`config.mk`:
```
export PLATFORM = sky130hd
export DESIGN_NAME = pipeline_stage_flush_flat
export DESIGN_NICKNAME = d
export VERILOG_FILES = /design/src/rtl/pipeline_stage_flush_if.sv /design/src/rtl/pipeline_stage_flush.sv /design/src/flat_wrapper.sv
export SDC_FILE = /design/constraint.sdc
export NUM_CORES = 1
export LEC_CHECK = 0
export CORE_ASPECT_RATIO = 0.8
export CORE_MARGIN = 2
export CORE_UTILIZATION = 56
export DETAILED_ROUTE_END_ITERATION = 10
export PLACE_DENSITY = 0.84
export SLEW_MARGIN = 20
export SYNTH_ARGS = -nofsm -noshare
export SYNTH_HDL_FRONTEND = slang
export SYNTH_SLANG_ARGS = --single-unit
export TNS_END_PERCENT = 1
```
`constraint.sdc`:
```
create_clock -name clk -period 7.66 [get_ports clk]
set_clock_uncertainty 0.2 [all_clocks]
set_input_delay 1.532 -clock clk [delete_from_list [all_inputs] [get_ports clk]]
set_output_delay 1.532 -clock clk [all_outputs]
set_load 0.02 [all_outputs]
```
`src/rtl/pipeline_stage_flush_if.sv`:
```
// rtl/pipeline_stage_flush_if.sv - upstream/downstream transaction bundle for pipeline_stage_flush
interface pipeline_stage_flush_if #(
  parameter int ADDRESS_WIDTH = 32,
  parameter int ID_WIDTH      = 4
);
  logic [ADDRESS_WIDTH-1:0] in_address;
  logic [ID_WIDTH-1:0]      in_id;
  logic                     in_valid;
  logic                     out_stall;
  logic [ADDRESS_WIDTH-1:0] out_address;
  logic [ID_WIDTH-1:0]      out_id;
  logic                     out_valid;
  logic                     in_stall;

  modport master (
    output in_address, in_id, in_valid, in_stall,
    input  out_stall, out_address, out_id, out_valid
  );

  modport slave (
    input  in_address, in_id, in_valid, in_stall,
    output out_stall, out_address, out_id, out_valid
  );
endinterface

```
`src/rtl/pipeline_stage_flush.sv`:
```
// rtl/pipeline_stage_flush.sv - FIFO pipeline stage with address offset, flush and stall counter
module pipeline_stage_flush #(
  parameter int ADDRESS_WIDTH = 32,
  parameter int ID_WIDTH      = 4,
  parameter int DEPTH         = 2,
  parameter int SUBTRACT      = 0,
  localparam int OCC_W        = $clog2(DEPTH + 1),
  localparam int PTR_W        = (DEPTH > 1) ? $clog2(DEPTH) : 1
) (
  input  logic                     clk,
  input  logic                     reset,
  input  logic [ADDRESS_WIDTH-1:0] stage_offset,
  input  logic                     flush,
  output logic [OCC_W-1:0]         occupancy,
  output logic [15:0]              stall_cycles,
  pipeline_stage_flush_if.slave    bus
);

  logic [ADDRESS_WIDTH-1:0] mem_address [DEPTH];
  logic [ID_WIDTH-1:0]      mem_id      [DEPTH];
  logic [PTR_W-1:0]         rd_ptr;
  logic [PTR_W-1:0]         wr_ptr;
  logic [OCC_W-1:0]         occ_q;
  logic [15:0]              stall_q;
  logic [ADDRESS_WIDTH-1:0] entry_address;
  logic                     full;
  logic                     push;
  logic                     pop;

  function automatic logic [PTR_W-1:0] ptr_inc(input logic [PTR_W-1:0] p);
    if (p == PTR_W'(DEPTH - 1)) return '0;
    else return p + 1'b1;
  endfunction

  assign entry_address = (SUBTRACT != 0) ? (bus.in_address - stage_offset)
                                         : (bus.in_address + stage_offset);

  // out_stall depends only on registered occupancy, never on this cycle's inputs
  assign full          = (occ_q == OCC_W'(DEPTH));
  assign bus.out_stall = full;
  assign bus.out_valid = (occ_q != '0);
  assign push          = bus.in_valid && !full && !flush;
  assign pop           = bus.out_valid && !bus.in_stall && !flush;

  assign bus.out_address = mem_address[rd_ptr];
  assign bus.out_id      = mem_id[rd_ptr];
  assign occupancy       = occ_q;
  assign stall_cycles    = stall_q;

  always_ff @(posedge clk) begin
    if (reset) begin
      occ_q   <= '0;
      rd_ptr  <= '0;
      wr_ptr  <= '0;
      stall_q <= '0;
      for (int i = 0; i < DEPTH; i++) begin
        mem_address[i] <= '0;
        mem_id[i]      <= '0;
      end
    end else begin
      if (flush) begin
        // Aligning wr_ptr to rd_ptr empties the queue without disturbing the head outputs
        occ_q  <= '0;
        wr_ptr <= rd_ptr;
      end else begin
        if (push) begin
          mem_address[wr_ptr] <= entry_address;
          mem_id[wr_ptr]      <= bus.in_id;
          wr_ptr              <= ptr_inc(wr_ptr);
        end
        if (pop) begin
          rd_ptr <= ptr_inc(rd_ptr);
        end
        if (push && !pop) begin
          occ_q <= occ_q + 1'b1;
        end else if (pop && !push) begin
          occ_q <= occ_q - 1'b1;
        end
      end
      if (bus.out_valid && bus.in_stall && !flush && (stall_q != 16'hFFFF)) begin
        stall_q <= stall_q + 16'd1;
      end
    end
  end

endmodule

```
`src/flat_wrapper.sv`:
```
// flat-port wrapper written by rule: the top's interface ports become plain ports
module pipeline_stage_flush_flat 
#(
  parameter int ADDRESS_WIDTH = 32,
  parameter int ID_WIDTH      = 4,
  parameter int DEPTH         = 2,
  parameter int SUBTRACT      = 0,
  localparam int OCC_W        = $clog2(DEPTH + 1),
  localparam int PTR_W        = (DEPTH > 1) ? $clog2(DEPTH) : 1
)
  (clk, reset, stage_offset, flush, occupancy, stall_cycles, bus_in_address, bus_in_id, bus_in_valid, bus_in_stall, bus_out_stall, bus_out_address, bus_out_id, bus_out_valid);
  pipeline_stage_flush_if #(.ADDRESS_WIDTH(ADDRESS_WIDTH), .ID_WIDTH(ID_WIDTH)) bus_i ();
  input  logic clk;
  input  logic reset;
  input  logic [ADDRESS_WIDTH-1:0] stage_offset;
  input  logic flush;
  output logic [OCC_W-1:0] occupancy;
  output logic [15:0] stall_cycles;
  input wire logic [$bits(bus_i.in_address)-1:0] bus_in_address;
  input wire logic [$bits(bus_i.in_id)-1:0] bus_in_id;
  input wire logic [$bits(bus_i.in_valid)-1:0] bus_in_valid;
  input wire logic [$bits(bus_i.in_stall)-1:0] bus_in_stall;
  output wire logic [$bits(bus_i.out_stall)-1:0] bus_out_stall;
  output wire logic [$bits(bus_i.out_address)-1:0] bus_out_address;
  output wire logic [$bits(bus_i.out_id)-1:0] bus_out_id;
  output wire logic [$bits(bus_i.out_valid)-1:0] bus_out_valid;
  assign bus_i.in_address = bus_in_address;
  assign bus_i.in_id = bus_in_id;
  assign bus_i.in_valid = bus_in_valid;
  assign bus_i.in_stall = bus_in_stall;
  assign bus_out_stall = bus_i.out_stall;
  assign bus_out_address = bus_i.out_address;
  assign bus_out_id = bus_i.out_id;
  assign bus_out_valid = bus_i.out_valid;
  pipeline_stage_flush #(.ADDRESS_WIDTH(ADDRESS_WIDTH), .ID_WIDTH(ID_WIDTH), .DEPTH(DEPTH), .SUBTRACT(SUBTRACT)) u_core (.clk(clk), .reset(reset), .stage_offset(stage_offset), .flush(flush), .occupancy(occupancy), .stall_cycles(stall_cycles), .bus(bus_i));
endmodule
```
==> impl_metrics.py <==
metrics = {
    "run_status": {
        "status": "complete, no violations",
    },
    "yosys": {
        "synthSimpleGateAreaFrac_pct": 20.20,
        "synth_top_family_by_area": "simple AND/OR/NAND/NOR gates",
        "yosysUniqueCellTypes": 55,
        "async_flop_share_pct": 0,
        "syn_inst": 608,
        "synth_xor_area_share_pct": 4.520,
        "ys_seq_area_share_pct": 42.99,
        "synth_warnings": 0,
        "yosysTopAreaCell": "edfxtp_1",
        "synthFlopType": "edfxtp_1",
        "syn_avg_cell_area_um2": 9.880,
        "netlist.area_leader.share_pct": 35.99,
        "synth_area_leaders": "edfxtp_1, dfxtp_1, ha_1, mux2_2, a21oi_1",
        "synth-seq-cells": 93,
        "synth_adder_area_share_pct": 7.207,
        "synth.cell_area_mm2": 0.006007,
        "synth_edf_count": 72,
        "synth-compound-area-share_pct": 15.12,
        "synth_mux_area_share_pct": 7.415,
        "syn-num-nets": 715,
    },
    "floorplan": {
        "dieArea_mm2": 0.01158,
        "start_util_pct": 57.96,
        "die_w_um": 119.8,
        "io_pins": 129,
        "rows": 33,
        "core-area_mm2": 0.01036,
        "die_h_um": 96.64,
    },
    "sta": {
        "finalCritPeriodShare_pct": 58.49,
        "timing.final.ws_setup_ns": 3.179,
        "hold_viol": 0,
        "max_freq_mhz": 223.2,
        "worstMarginPinSlew_ns": 0.9894,
        "slew_headroom_pct": 34.04,
        "drv_slew": 0,
        "finalSetupViolations": 0,
        "hold_ws_ns": 0.3286,
        "tns_ns": 0,
        "rsz0062_at_grt": "no",
        "timing.final.crit_period_ns": 4.481,
    },
    "setup_path": {
        "cp-end-kind": "flip-flop",
        "worst-setup-path-type": "primary input to flip-flop",
        "reg2reg_depth": 5,
        "cp-start-kind": "primary input",
        "cp_cell_sequence": "clkdlybuf4s50_1 > nor2_1 > nand4_1 > buf_4 > nand2_1 > buf_4",
        "critPathMaxFanout": 36,
        "required_ns": 7.44,
        "cp_data_arrival_time_ns": 4.26,
        "critPathMaxStageDelay_ns": 0.86,
        "cpMaxStageDelayCell": "clkdlybuf4s50_1",
        "cp_common_cell": "buf_4",
    },
    "layout": {
        "final_cell_mix": "clkdlybuf4s50_1, edfxtp_1, nor2_1",
        "fin_nets": 828,
        "layout_commonest_cell": "clkdlybuf4s50_1",
        "instances_no_fill": 866,
        "drive_gt1_share_pct": 9.366,
        "num_antenna_cells": 0,
        "utilization_pct": 74.22,
        "stdcell_area_mm2": 0.007692,
        "area_growth_syn_to_layout_pct": 28.06,
    },
    "placement": {
        "dp_hpwl_mm": 11.82,
        "pre_cts_slack_ns": 2.921,
        "place_congestion": 0.9148,
        "io_buffers": 128,
        "dpl.cell_count": 850,
        "placed_area_mm2": 0.007386,
    },
    "cts": {
        "cts_htree_levels": 3,
        "cts_resized": 0,
        "clk_latency_ns": 0.34,
        "clk_pin_slew_ns": 0.07,
        "root_buffer": "clkbuf_16",
        "ctsLongestPathBuffers": 2,
        "numCtsBuffers": 9,
        "post-cts-setup-buffers": 0,
        "hold_buffers": 0,
        "tritoncts": "yes",
        "clock_sinks": 93,
    },
    "detailed_routing": {
        "highest_layer": "met4",
        "wire_per_inst_um": 19.21,
        "drt_first_pass_iters": 5,
        "vias_per_cell": 6.386,
        "drc_errors": 0,
        "wl_mm": 16.64,
        "ant_nets": 0,
        "dr_total_vias": 5530,
        "wl_met1_mm": 6.907,
        "wl_met3_mm": 1.608,
        "initialDrtViolationCount": 656,
        "routed-wl-met2_mm": 7.783,
    },
    "global_route": {
        "grt_pass1_wl_mm": 26.19,
        "grt_pass1_vias": 5326,
        "grt_remaining_overflow": 0,
        "gr-usage-all-layers_pct": 28.38,
        "antenna_found_initial": 0,
        "grt_max_degree": 37,
    },
    "power_and_ir_drop": {
        "p_leak_nw": 2.863,
        "cellPowerDensity_mw_per_mm2": 179.0,
        "vdd_drop_max_mv": 0.09879,
        "p_total_mw": 1.377,
    },
    "min_path": {
        "hold_depth": 2,
        "hold_path.class": "flip-flop to flip-flop",
    },
    "flow_run": {
        "cap_viol_max_count": 0,
    },
}
-- critical path: cells and delay by family --
| family | cells | cell delay, ns |
|---|---|---|
| buffers and inverters | 3 | 1.74 |
| and+or+nand+nor | 3 | 0.96 |
-- logic make-up after synthesis --
kind of cell | after synthesis
AOI/OAI and AO/OA | 138
and+or+nand+nor | 234
adders and majority gates | 34
DFF | 93
xor gates and xnor gates | 31
buffers and inverters | 38
muxes | 40
-- routing by layer --
layer | GRT usage [%] | up-vias
li1 | - | 2522
met1 | 39.14 | 2622
met2 | 45.49 | 341
met3 | 5.307 | 45
met4 | 8.959 | 0
met5 | 0 | -
-- report_power, final --
part | switching (mW) | internal (mW)
Clock | 0.209 | 0.248
Combinational | 0.190 | 0.149
Sequential | 0.0109 | 0.570
Total | 0.410 | 0.967
-- final timing paths --
path | from | to | slack [ns]
worst max-delay path | reset | u_core.mem_address[1][7]$_SDFFCE_PN0P_ | 3.18
worst min-delay path | u_core.rd_ptr$_SDFFE_PP0P_ | u_core.wr_ptr$_SDFFE_PP0P_ | 0.33
worst max register to register | u_core.occupancy[0]$_SDFFE_PP0P_ | u_core.mem_address[1][7]$_SDFFCE_PN0P_ | 5.00
worst min register to register | u_core.rd_ptr$_SDFFE_PP0P_ | u_core.wr_ptr$_SDFFE_PP0P_ | 0.33
-- cell usage after synthesis, types with 5 or more instances --
cell      instances
edfxtp_1         72
nor2_1           54
nand2_1          49
a21oi_1          42
mux2_2           36
ha_1             33
nor3_1           25
dfxtp_1          21
nand4_1          19
nor3b_1          19
clkbuf_1         18
o21ai_0          18
xnor2_1          17
and2_1           16
a21o_1           15
nand3_1          14
xor2_1           14
or3_1            10
o21ai_1           9
buf_2             8
inv_1             8
a211oi_1          6
and3_1            6
o31ai_1           6
a31oi_1           5
and4_1            5
nand2b_1          5
o21a_1            5
-- final cells by class --
| cell class | instances | area (um^2) |
|---|---|---|
| clock inverter | 6 | 56.30 |
| fill | 736 | 2671 |
| multi-input combinational | 477 | 3286 |
| sequential | 93 | 2584 |
| timing repair buffer | 132 | 1311 |
| tap | 140 | 175.2 |
| inverter | 8 | 30.03 |
| clock buffer | 10 | 250.2 |
-- sequential cells by signal (all words and copies together) (netlist names), named ones only --
name / cells
u_core.occupancy: 2
u_core.stall_cycles: 16
u_core.mem_address: 64
u_core.wr_ptr: 1
u_core.mem_id: 8
u_core.rd_ptr: 1
Note: power is estimated with default switching activity, not from simulation.
